$ cat src/rtl/config_loader_pkg.sv
// Shared definitions for the configuration frame loader: FSM states,
// header command codes and field positions, default stream sync pattern.
package config_loader_pkg;

    typedef enum logic [1:0] {
        ST_HUNT   = 2'd0,
        ST_HEADER = 2'd1,
        ST_DATA   = 2'd2,
        ST_STROBE = 2'd3
    } loader_state_e;

    localparam logic [7:0] CMD_DESYNC      = 8'h00;
    localparam logic [7:0] CMD_WRITE_FRAME = 8'h01;

    // Header word layout: [31:24] cmd, [23:16] col, [15:8] frame, [7:0] unused.
    localparam int HDR_FIELD_W   = 8;
    localparam int HDR_CMD_LSB   = 24;
    localparam int HDR_COL_LSB   = 16;
    localparam int HDR_FRAME_LSB = 8;

    localparam logic [31:0] DEFAULT_SYNC_WORD = 32'hFAB0_FAB1;

    // Counter/index width that stays legal when a dimension collapses to 1.
    function automatic int clog2_min1(input int n);
        return (n > 1) ? $clog2(n) : 1;
    endfunction

endpackage

$ cat src/rtl/frame_strobe_decoder.sv
// One-hot decode of a (column, frame) address onto the flat FrameStrobe
// vector; purely combinational, the parent registers the result.
module frame_strobe_decoder
    import config_loader_pkg::*;
#(
    parameter int NumColumns      = 16,
    parameter int MaxFramesPerCol = 20,
    localparam int ColW    = clog2_min1(NumColumns),
    localparam int FrameW  = clog2_min1(MaxFramesPerCol),
    localparam int NumBits = NumColumns * MaxFramesPerCol,
    localparam int IdxW    = clog2_min1(NumBits)
) (
    input  logic [ColW-1:0]    col,
    input  logic [FrameW-1:0]  frame,
    input  logic               enable,
    output logic [NumBits-1:0] strobe
);

    logic [IdxW-1:0] idx;

    // Callers guarantee col/frame are in range, so idx < NumBits.
    assign idx = IdxW'(col) * IdxW'(MaxFramesPerCol) + IdxW'(frame);

    always_comb begin
        strobe = '0;
        for (int i = 0; i < NumBits; i++) begin
            strobe[i] = enable && (idx == IdxW'(i));
        end
    end

endmodule

$ cat src/rtl/config_frame_loader.sv
// Configuration stream writer: locks on a sync word, decodes frame-write
// headers, assembles NumRows data words and pulses one column frame strobe.
module config_frame_loader
    import config_loader_pkg::*;
#(
    parameter int          NumRows         = 8,
    parameter int          NumColumns      = 16,
    parameter int          MaxFramesPerCol = 20,
    parameter logic [31:0] SyncWord        = DEFAULT_SYNC_WORD
) (
    input  logic                                   CLK,
    input  logic                                   RST,
    input  logic [31:0]                            WriteData,
    input  logic                                   WriteValid,
    output logic                                   WriteReady,
    output logic [NumRows*32-1:0]                  FrameData,
    output logic [NumColumns*MaxFramesPerCol-1:0]  FrameStrobe,
    output logic                                   Locked,
    output logic                                   CfgError
);

    localparam int ColW    = clog2_min1(NumColumns);
    localparam int FrameW  = clog2_min1(MaxFramesPerCol);
    localparam int RowW    = clog2_min1(NumRows);
    localparam int NumBits = NumColumns * MaxFramesPerCol;

    loader_state_e state, next_state;

    logic                  write_ready;
    logic                  locked;
    logic                  cfg_error;
    logic [RowW-1:0]       row_cnt;
    logic [ColW-1:0]       col_q;
    logic [FrameW-1:0]     frame_q;
    logic [NumRows*32-1:0] frame_data;
    logic [NumBits-1:0]    frame_strobe;
    logic [NumBits-1:0]    strobe_dec;

    logic       accept;
    logic [7:0] hdr_cmd;
    logic [7:0] hdr_col;
    logic [7:0] hdr_frame;
    logic       addr_in_range;

    logic set_lock;
    logic clr_lock;
    logic set_err;
    logic load_addr;
    logic data_we;
    logic strobe_en;

    assign accept    = WriteValid && write_ready;
    assign hdr_cmd   = WriteData[HDR_CMD_LSB   +: HDR_FIELD_W];
    assign hdr_col   = WriteData[HDR_COL_LSB   +: HDR_FIELD_W];
    assign hdr_frame = WriteData[HDR_FRAME_LSB +: HDR_FIELD_W];

    // Range check on the full 8-bit fields, before any truncation to ColW/FrameW.
    assign addr_in_range = ({24'd0, hdr_col}   < 32'(NumColumns)) &&
                           ({24'd0, hdr_frame} < 32'(MaxFramesPerCol));

    always_comb begin
        next_state = state;
        set_lock   = 1'b0;
        clr_lock   = 1'b0;
        set_err    = 1'b0;
        load_addr  = 1'b0;
        data_we    = 1'b0;
        strobe_en  = 1'b0;
        unique case (state)
            ST_HUNT: begin
                if (accept && (WriteData == SyncWord)) begin
                    next_state = ST_HEADER;
                    set_lock   = 1'b1;
                end
            end
            ST_HEADER: begin
                if (accept) begin
                    if (hdr_cmd == CMD_WRITE_FRAME) begin
                        if (addr_in_range) begin
                            load_addr  = 1'b1;
                            next_state = ST_DATA;
                        end else begin
                            set_err    = 1'b1;
                            clr_lock   = 1'b1;
                            next_state = ST_HUNT;
                        end
                    end else if (hdr_cmd == CMD_DESYNC) begin
                        clr_lock   = 1'b1;
                        next_state = ST_HUNT;
                    end
                end
            end
            ST_DATA: begin
                if (accept) begin
                    data_we = 1'b1;
                    if (row_cnt == RowW'(NumRows - 1)) begin
                        strobe_en  = 1'b1;
                        next_state = ST_STROBE;
                    end
                end
            end
            ST_STROBE: begin
                next_state = ST_HEADER;
            end
            default: begin
                next_state = ST_HUNT;
            end
        endcase
    end

    frame_strobe_decoder #(
        .NumColumns      (NumColumns),
        .MaxFramesPerCol (MaxFramesPerCol)
    ) u_strobe_dec (
        .col    (col_q),
        .frame  (frame_q),
        .enable (strobe_en),
        .strobe (strobe_dec)
    );

    always_ff @(posedge CLK) begin
        if (RST) begin
            state        <= ST_HUNT;
            write_ready  <= 1'b1;
            locked       <= 1'b0;
            cfg_error    <= 1'b0;
            row_cnt      <= '0;
            col_q        <= '0;
            frame_q      <= '0;
            frame_data   <= '0;
            frame_strobe <= '0;
        end else begin
            state        <= next_state;
            // Ready is registered off next_state so it never depends on WriteValid combinationally.
            write_ready  <= (next_state != ST_STROBE);
            frame_strobe <= strobe_dec;
            if (set_lock) begin
                locked <= 1'b1;
            end else if (clr_lock) begin
                locked <= 1'b0;
            end
            if (set_err) begin
                cfg_error <= 1'b1;
            end
            if (load_addr) begin
                col_q   <= ColW'(hdr_col);
                frame_q <= FrameW'(hdr_frame);
                row_cnt <= '0;
            end
            if (data_we) begin
                for (int r = 0; r < NumRows; r++) begin
                    if (row_cnt == RowW'(r)) begin
                        frame_data[r*32 +: 32] <= WriteData;
                    end
                end
                row_cnt <= row_cnt + RowW'(1);
            end
        end
    end

    assign WriteReady  = write_ready;
    assign Locked      = locked;
    assign CfgError    = cfg_error;
    assign FrameData   = frame_data;
    assign FrameStrobe = frame_strobe;

endmodule

$ cat config.mk
export PLATFORM = sky130hd
export DESIGN_NAME = config_frame_loader
export DESIGN_NICKNAME = d
export VERILOG_FILES = /design/src/rtl/config_loader_pkg.sv /design/src/rtl/frame_strobe_decoder.sv /design/src/rtl/config_frame_loader.sv
export SDC_FILE = /design/constraint.sdc
export NUM_CORES = 1
export LEC_CHECK = 0
export BUFFER_PORTS_ARGS = -buffer_cell sky130_fd_sc_hd__buf_4
export CELL_PAD_IN_SITES_DETAIL_PLACEMENT = 1
export CELL_PAD_IN_SITES_GLOBAL_PLACEMENT = 1
export CORE_AREA = 2 2 238 240
export CTS_CLUSTER_SIZE = 14
export DETAILED_ROUTE_END_ITERATION = 16
export DIE_AREA = 0 0 240 242
export GPL_TIMING_DRIVEN = 0
export PLACE_DENSITY_LB_ADDON = 0.15
export SYNTH_ARGS = -nofsm -noshare
export SYNTH_HDL_FRONTEND = slang
export SYNTH_SLANG_ARGS = --single-unit
$ cat constraint.sdc
create_clock -name CLK -period 3.27 [get_ports CLK]
set_input_delay 0.4905 -clock CLK [delete_from_list [all_inputs] [get_ports CLK]]
set_output_delay 0.4905 -clock CLK [all_outputs]
set_load 0.05 [all_outputs]
Word level (Yosys, flattened, before mapping)
Cells that the tools add are included.
{"block": "classes", "magnitude_cmp": 2, "muxes": 31, "n_reduce_logical": 337, "addsub": 2, "n_eq_ne": 332, "multipliers": 1}
{"operator": "== test 9 x 8 -> 1 bit (second input constant)", "count": 128}
{"operator": "== test 9 x 7 -> 1 bit (second input constant)", "count": 64}
{"operator": "== test 9 bit (second input constant)", "count": 64}
{"operator": "logical AND 1 bit", "count": 323}
{"operator": "== test 9 x 6 -> 1 bit (second input constant)", "count": 32}
{"operator": "== test 9 x 5 -> 1 bit (second input constant)", "count": 16}
{"operator": "== test 9 x 4 -> 1 bit (second input constant)", "count": 8}
{"operator": "== test 9 x 3 -> 1 bit (second input constant)", "count": 4}
{"operator": "== test 32 bit (second input constant)", "count": 1}
{"operator": "two-way mux 1 bit", "count": 21}
{"operator": "== test 9 x 2 -> 1 bit (second input constant)", "count": 2}
{"operator": "less-than comparator 8 x 5 -> 1 bit (second input constant)", "count": 2}
{"operator": "AND reduction 2 bit", "count": 8}
{"operator": "two-way mux 2 bit", "count": 7}
{"operator": "== test 3 bit (second input constant)", "count": 4}
{"operator": "adder 9 x 5 -> 9 bit", "count": 1}
{"operator": "== test 9 x 1 -> 1 bit (second input constant)", "count": 1}
{"operator": "zero test 9 bit", "count": 1}
{"operator": "== test 8 x 1 -> 1 bit (second input constant)", "count": 1}
{"operator": "zero test 8 bit", "count": 1}
{"operator": "one-hot mux 2 bit (4 select lines)", "count": 1}
{"operator": "multiplier 4 x 3 -> 7 bit (second input constant)", "count": 1}
{"operator": "== test 3 x 2 -> 1 bit (second input constant)", "count": 2}
{"operator": "two-way mux 3 bit", "count": 2}
{"operator": "8 further kinds", "count": 10}
{"block": "word_totals", "ff_bits": 593, "out_inout_bits": 579}

Longest topological paths before layout
{"block": "logic_depth", "depth_word": 8, "mapped_depth": 10, "depth_no_buf": 8}

Hierarchy
A second synthesis with hierarchy kept.
{"block": "unflattened", "cells_unflattened": 2441, "hier_area_um2": 20965.1}
{"module": "config_frame_loader", "instances": 1, "cells_per_inst": 1928, "area_each_um2": 18262.5}
{"module": "frame_strobe_decoder", "instances": 1, "cells_per_inst": 513, "area_each_um2": 2702.6}

Worst setup path before layout
Ideal clock, no wire load.
{"block": "synth_timing", "path_kind": "reg-to-reg", "start": "register col_q[1]", "end": "register frame_strobe[267], in the netlist FrameStrobe[267]", "required_ns": 3.192, "path_slack_ns": 0.276, "n_path_buf": 2, "t_arrival_ns": 2.916, "path_stages_with_launch": 11, "setup_ns": 0.078, "period_less_slack_ns": 2.994, "path_cell_list": "dfxtp_1 > ha_1 > ha_1 > fa_1 > buf_2 > and2_1 > nor3b_4 > xnor2_1 > buf_2 > nand3_1 > nor3_1"}
{"block": "synth_between", "elab_chain_len": 4}
{"item": "from (decl)", "line": "config_frame_loader.sv:33", "source": "logic [ColW-1:0] col_q;"}
{"item": "from (signal assigned)", "line": "config_frame_loader.sv:146", "source": "col_q <= ColW'(hdr_col);"}
{"item": "multiplier 4 x 3 -> 7 bit", "line": "frame_strobe_decoder.sv:22", "source": "assign idx = IdxW'(col) * IdxW'(MaxFramesPerCol) + IdxW'(frame);"}
{"item": "adder 9 x 5 -> 9 bit", "line": "frame_strobe_decoder.sv:22"}
{"item": "== test 9 bit", "line": "frame_strobe_decoder.sv:27", "source": "strobe[i] = enable && (idx == IdxW'(i));"}
{"item": "logical AND 1 bit", "line": "frame_strobe_decoder.sv:27"}
{"item": "to (signal assigned)", "line": "config_frame_loader.sv:136", "source": "frame_strobe <= strobe_dec;"}
{"item": "to (decl)", "line": "config_frame_loader.sv:36", "source": "logic [NumBits-1:0] frame_strobe;"}
Every way passes these cells.
A chain may end at the register's enable or synchronous reset.

Worst setup path after layout
{"block": "layout_timing", "start": "register col_q[1]", "end": "register frame_strobe[284], in the netlist FrameStrobe[284]"}
Same word-level chain as after synthesis.

==> results.json <==
{
  "clock_power_share": 0.489,
  "slowest_stage": "fa_1",
  "drtIter0Drc": 647,
  "status": "finished, final reports clean",
  "cp.required_ps": 3800,
  "p_sw_mw": 3.11,
  "synth-async-reset-ratio": 0,
  "grt_usage": 0.266,
  "clk_pin_slew_ps": 60,
  "cp.arrival_ps": 3670,
  "wl_per_cell_um": 22.4,
  "final_net_count": 2796,
  "cts_buffers": 60,
  "dieWidth_um": 240,
  "clk_path_buf_depth": 3,
  "yosys.area.top_type_share": 0.638,
  "cp_max_fo": 10,
  "fin_cells": 3552,
  "p_per_area_nw_per_um2": 549,
  "synth-edff-count": 0,
  "max_stage_delay_ps": 480,
  "synthesis.instances": 2089,
  "grt_pass1_vias": 17800,
  "p_leak_nw": 10.6,
  "peakVddDrop_uv": 387,
  "fin_crit_sh": 0.962,
  "hold_path.class": "input pin to flip-flop",
  "drv_cap": 0,
  "critPathCaptureType": "flip-flop",
  "slew_violations": 0,
  "setup_viol": 0,
  "synth.distinct_cells": 48,
  "dp_cells": 3430,
  "yosys.area.top_type": "dfxtp_1",
  "grt_max_degree": 16,
  "tightest_slew_ps": 1030,
  "hpwl_um": 59400,
  "antenna_found_initial": 2,
  "crit_type": "flip-flop to flip-flop",
  "ant_nets": 0,
  "ys.flop_type": "dfxtp_1",
  "die_h_um": 242,
  "vias": 17200,
  "syn-num-nets": 2140,
  "synth_seq_area_share": 0.638,
  "die_area_um2": 58100,
  "crit_chain": "ha_1 -> ha_1 -> fa_1 -> buf_2 -> and2_4 -> nor3b_4 -> buf_12 -> xnor2_4 -> buf_4 -> nand3_1 -> nor3_1",
  "internal_power_mw": 11.4,
  "fmax_mhz": 318,
  "cp_top_family": "adder cells",
  "htreeDepth": 2,
  "via_per_inst": 4.83,
  "pwr-share-comb": 0.015,
  "layout-drive-gt1-share": 0.279,
  "synth.avg_cell_area_um2": 8.91,
  "grt_overflow": 0,
  "hold_viol_final": 0,
  "switching_share": 0.214,
  "synth_seq_cells": 593,
  "tritoncts": "yes",
  "slew_headroom": 0.316,
  "routabilityCongestion": 0.828,
  "cts_num_sinks": 593,
  "start_util": 0.334,
  "ios": 614,
  "fin_crit_ps": 3140,
  "grt_pass1_wl_um": 116000,
  "fin_skew_ps": 27.8,
  "cp_common_cell": "ha_1",
  "rows": 87,
  "core-area_um2": 55700,
  "wl_um": 79700,
  "stdcell_area_um2": 26500,
  "drc": 0,
  "p_seq_frac": 0.497,
  "dr.pass1.iters": 5,
  "synth_area_leaders": "dfxtp_1 64%, nand2_1 11%, a21oi_1 7.1%",
  "totalPowerFinal_mw": 14.5,
  "root_buffer": "clkbuf_16",
  "syn_area_um2": 18600,
  "ys_warn_count": 0,
  "crit_buf_inv": 3,
  "grt_setup_unrepaired": "yes",
  "area_growth_pct": 42.3,
  "portBuffers": 585,
  "hold_buffers": 0,
  "clock_latency_ps": 630,
  "worst_setup_path_start_kind": "flip-flop",
  "dpl_cell_area_um2": 24000
}
[area by class of cell]
cell class / count / area, um^2
inverters: 5 / 18.8
diodes: 2 / 5.00
flip-flops and latches: 593 / 11900
multi-input cells: 1322 / 6360
clock buffers: 98 / 1900
well taps: 756 / 946
repair buffers: 594 / 4530
fillers: 6625 / 29200
clock inverters: 13 / 163
plain buffers: 169 / 696
[cells in the mapped netlist (2+ instances only)]
master    number
inv_1          5
dfxtp_1      593
nor4bb_1       2
a32oi_1        2
and3_1         7
and2_1         4
ha_1          14
or3_1          2
clkbuf_1     148
o21ai_0        8
o21ai_1        6
mux2i_1       12
nand2_1      554
xnor2_1        3
a21o_1         2
buf_2         16
nand2b_1       2
a21oi_1      265
nor3b_1        2
nand4_1        6
buf_6          2
fa_1           2
nor2b_1        4
nor4_1        13
nand4b_1       3
nor2_1       229
nor3_1       115
xor2_1         3
nand3_1       45
buf_4          2
[logic make-up after synthesis]
logic type | share of synthesized area
xor gates and xnor gates | 0.00518
AOI/OAI and AO/OA | 0.0784
DFF | 0.638
muxes | 0.00645
buffers and inverters | 0.0374
adders and majority gates | 0.0116
and+or+nand+nor | 0.223
[power by group through the flow]
stage / clock network (mW) / registers (mW) / logic (mW)
2_1_floorplan: 0 / 7.38 / 0.100
3_3_place_gp: 0 / 7.38 / 0.213
6_report: 7.11 / 7.22 / 0.213
4_1_cts: 7.22 / 7.22 / 0.217
3_5_place_dp: 0 / 7.38 / 0.215
5_1_grt: 7.52 / 7.22 / 0.225
[flip-flops by register name, summed over array words and instances (netlist names)]
register and flops:
FrameStrobe 320, FrameData 256, frame_q 5, col_q 4, row_cnt 3, state 2, CfgError 1, Locked 1
WriteReady 1
[worst reg2reg max path, delay by kind of cell (launching register included)]
kind / cells / cell delay [ps]
buffers and inverters: 3 / 610
and+or+nand+nor: 4 / 860
adders and majority gates: 3 / 1030
xor gates and xnor gates: 1 / 190
DFF: 1 / 350
[placed cells by master, fill, tap and decap left out, types with 3 or more instances in the layout]
cell type	n
a21oi_1	264
and2_1	3
and3_1	7
buf_12	6
buf_2	15
buf_4	591
bufinv_16	3
clkbuf_1	150
clkbuf_16	62
clkbuf_2	13
clkbuf_8	21
clkinv_2	6
dfxtp_1	592
ha_1	14
inv_1	5
inv_6	3
mux2i_1	9
mux2i_4	3
nand2_1	540
nand2_2	13
nand3_1	42
nand4_1	6
nand4b_1	3
nor2_1	229
nor2b_1	4
nor3_1	107
nor3_2	8
nor4_1	9
nor4_2	3
o21ai_0	6
o21ai_2	6
[metrics by stage]
| stage | hold WS, ps | setup TNS, ps | utilization | worst slack (ps) |
|---|---|---|---|---|
| 2_1_floorplan | 463 | 0 | - | 276 |
| 3_3_place_gp | 443 | -85950 | 0.430 | -619 |
| 3_5_place_dp | 449 | -114250 | 0.430 | -653 |
| 4_1_cts | 256 | 0 | 0.474 | 28.8 |
| 5_1_grt | 275 | -555 | 0.475 | -63.4 |
| 6_report | 276 | 0 | 0.475 | 125 |
[per-layer routing]
metal / global-route usage / wire [um]
met4: 0.0939 / 2670
met1: 0.291 / 30200
met5: 0 / 0
met3: 0.0767 / 5710
met2: 0.486 / 41100
[path summary, 6_finish.rpt]
path / from / endpoint / slack (ps) / depth (start not counted)
max reg2reg: col_q[1] / FrameStrobe[284] / 130 / 11
min reg2reg: FrameData[244] / FrameData[244] / 450 / 2
min: WriteData[28] / FrameData[92] / 280 / 3
max: col_q[1] / FrameStrobe[284] / 130 / 11
[repair_timing]
action                     4_1_cts  5_1_grt
setup buffers                    7        2
resized for setup               55       29
pin swaps                        0        2
setup endpoints to repair      319      245
(Power assumes the default switching activity.)
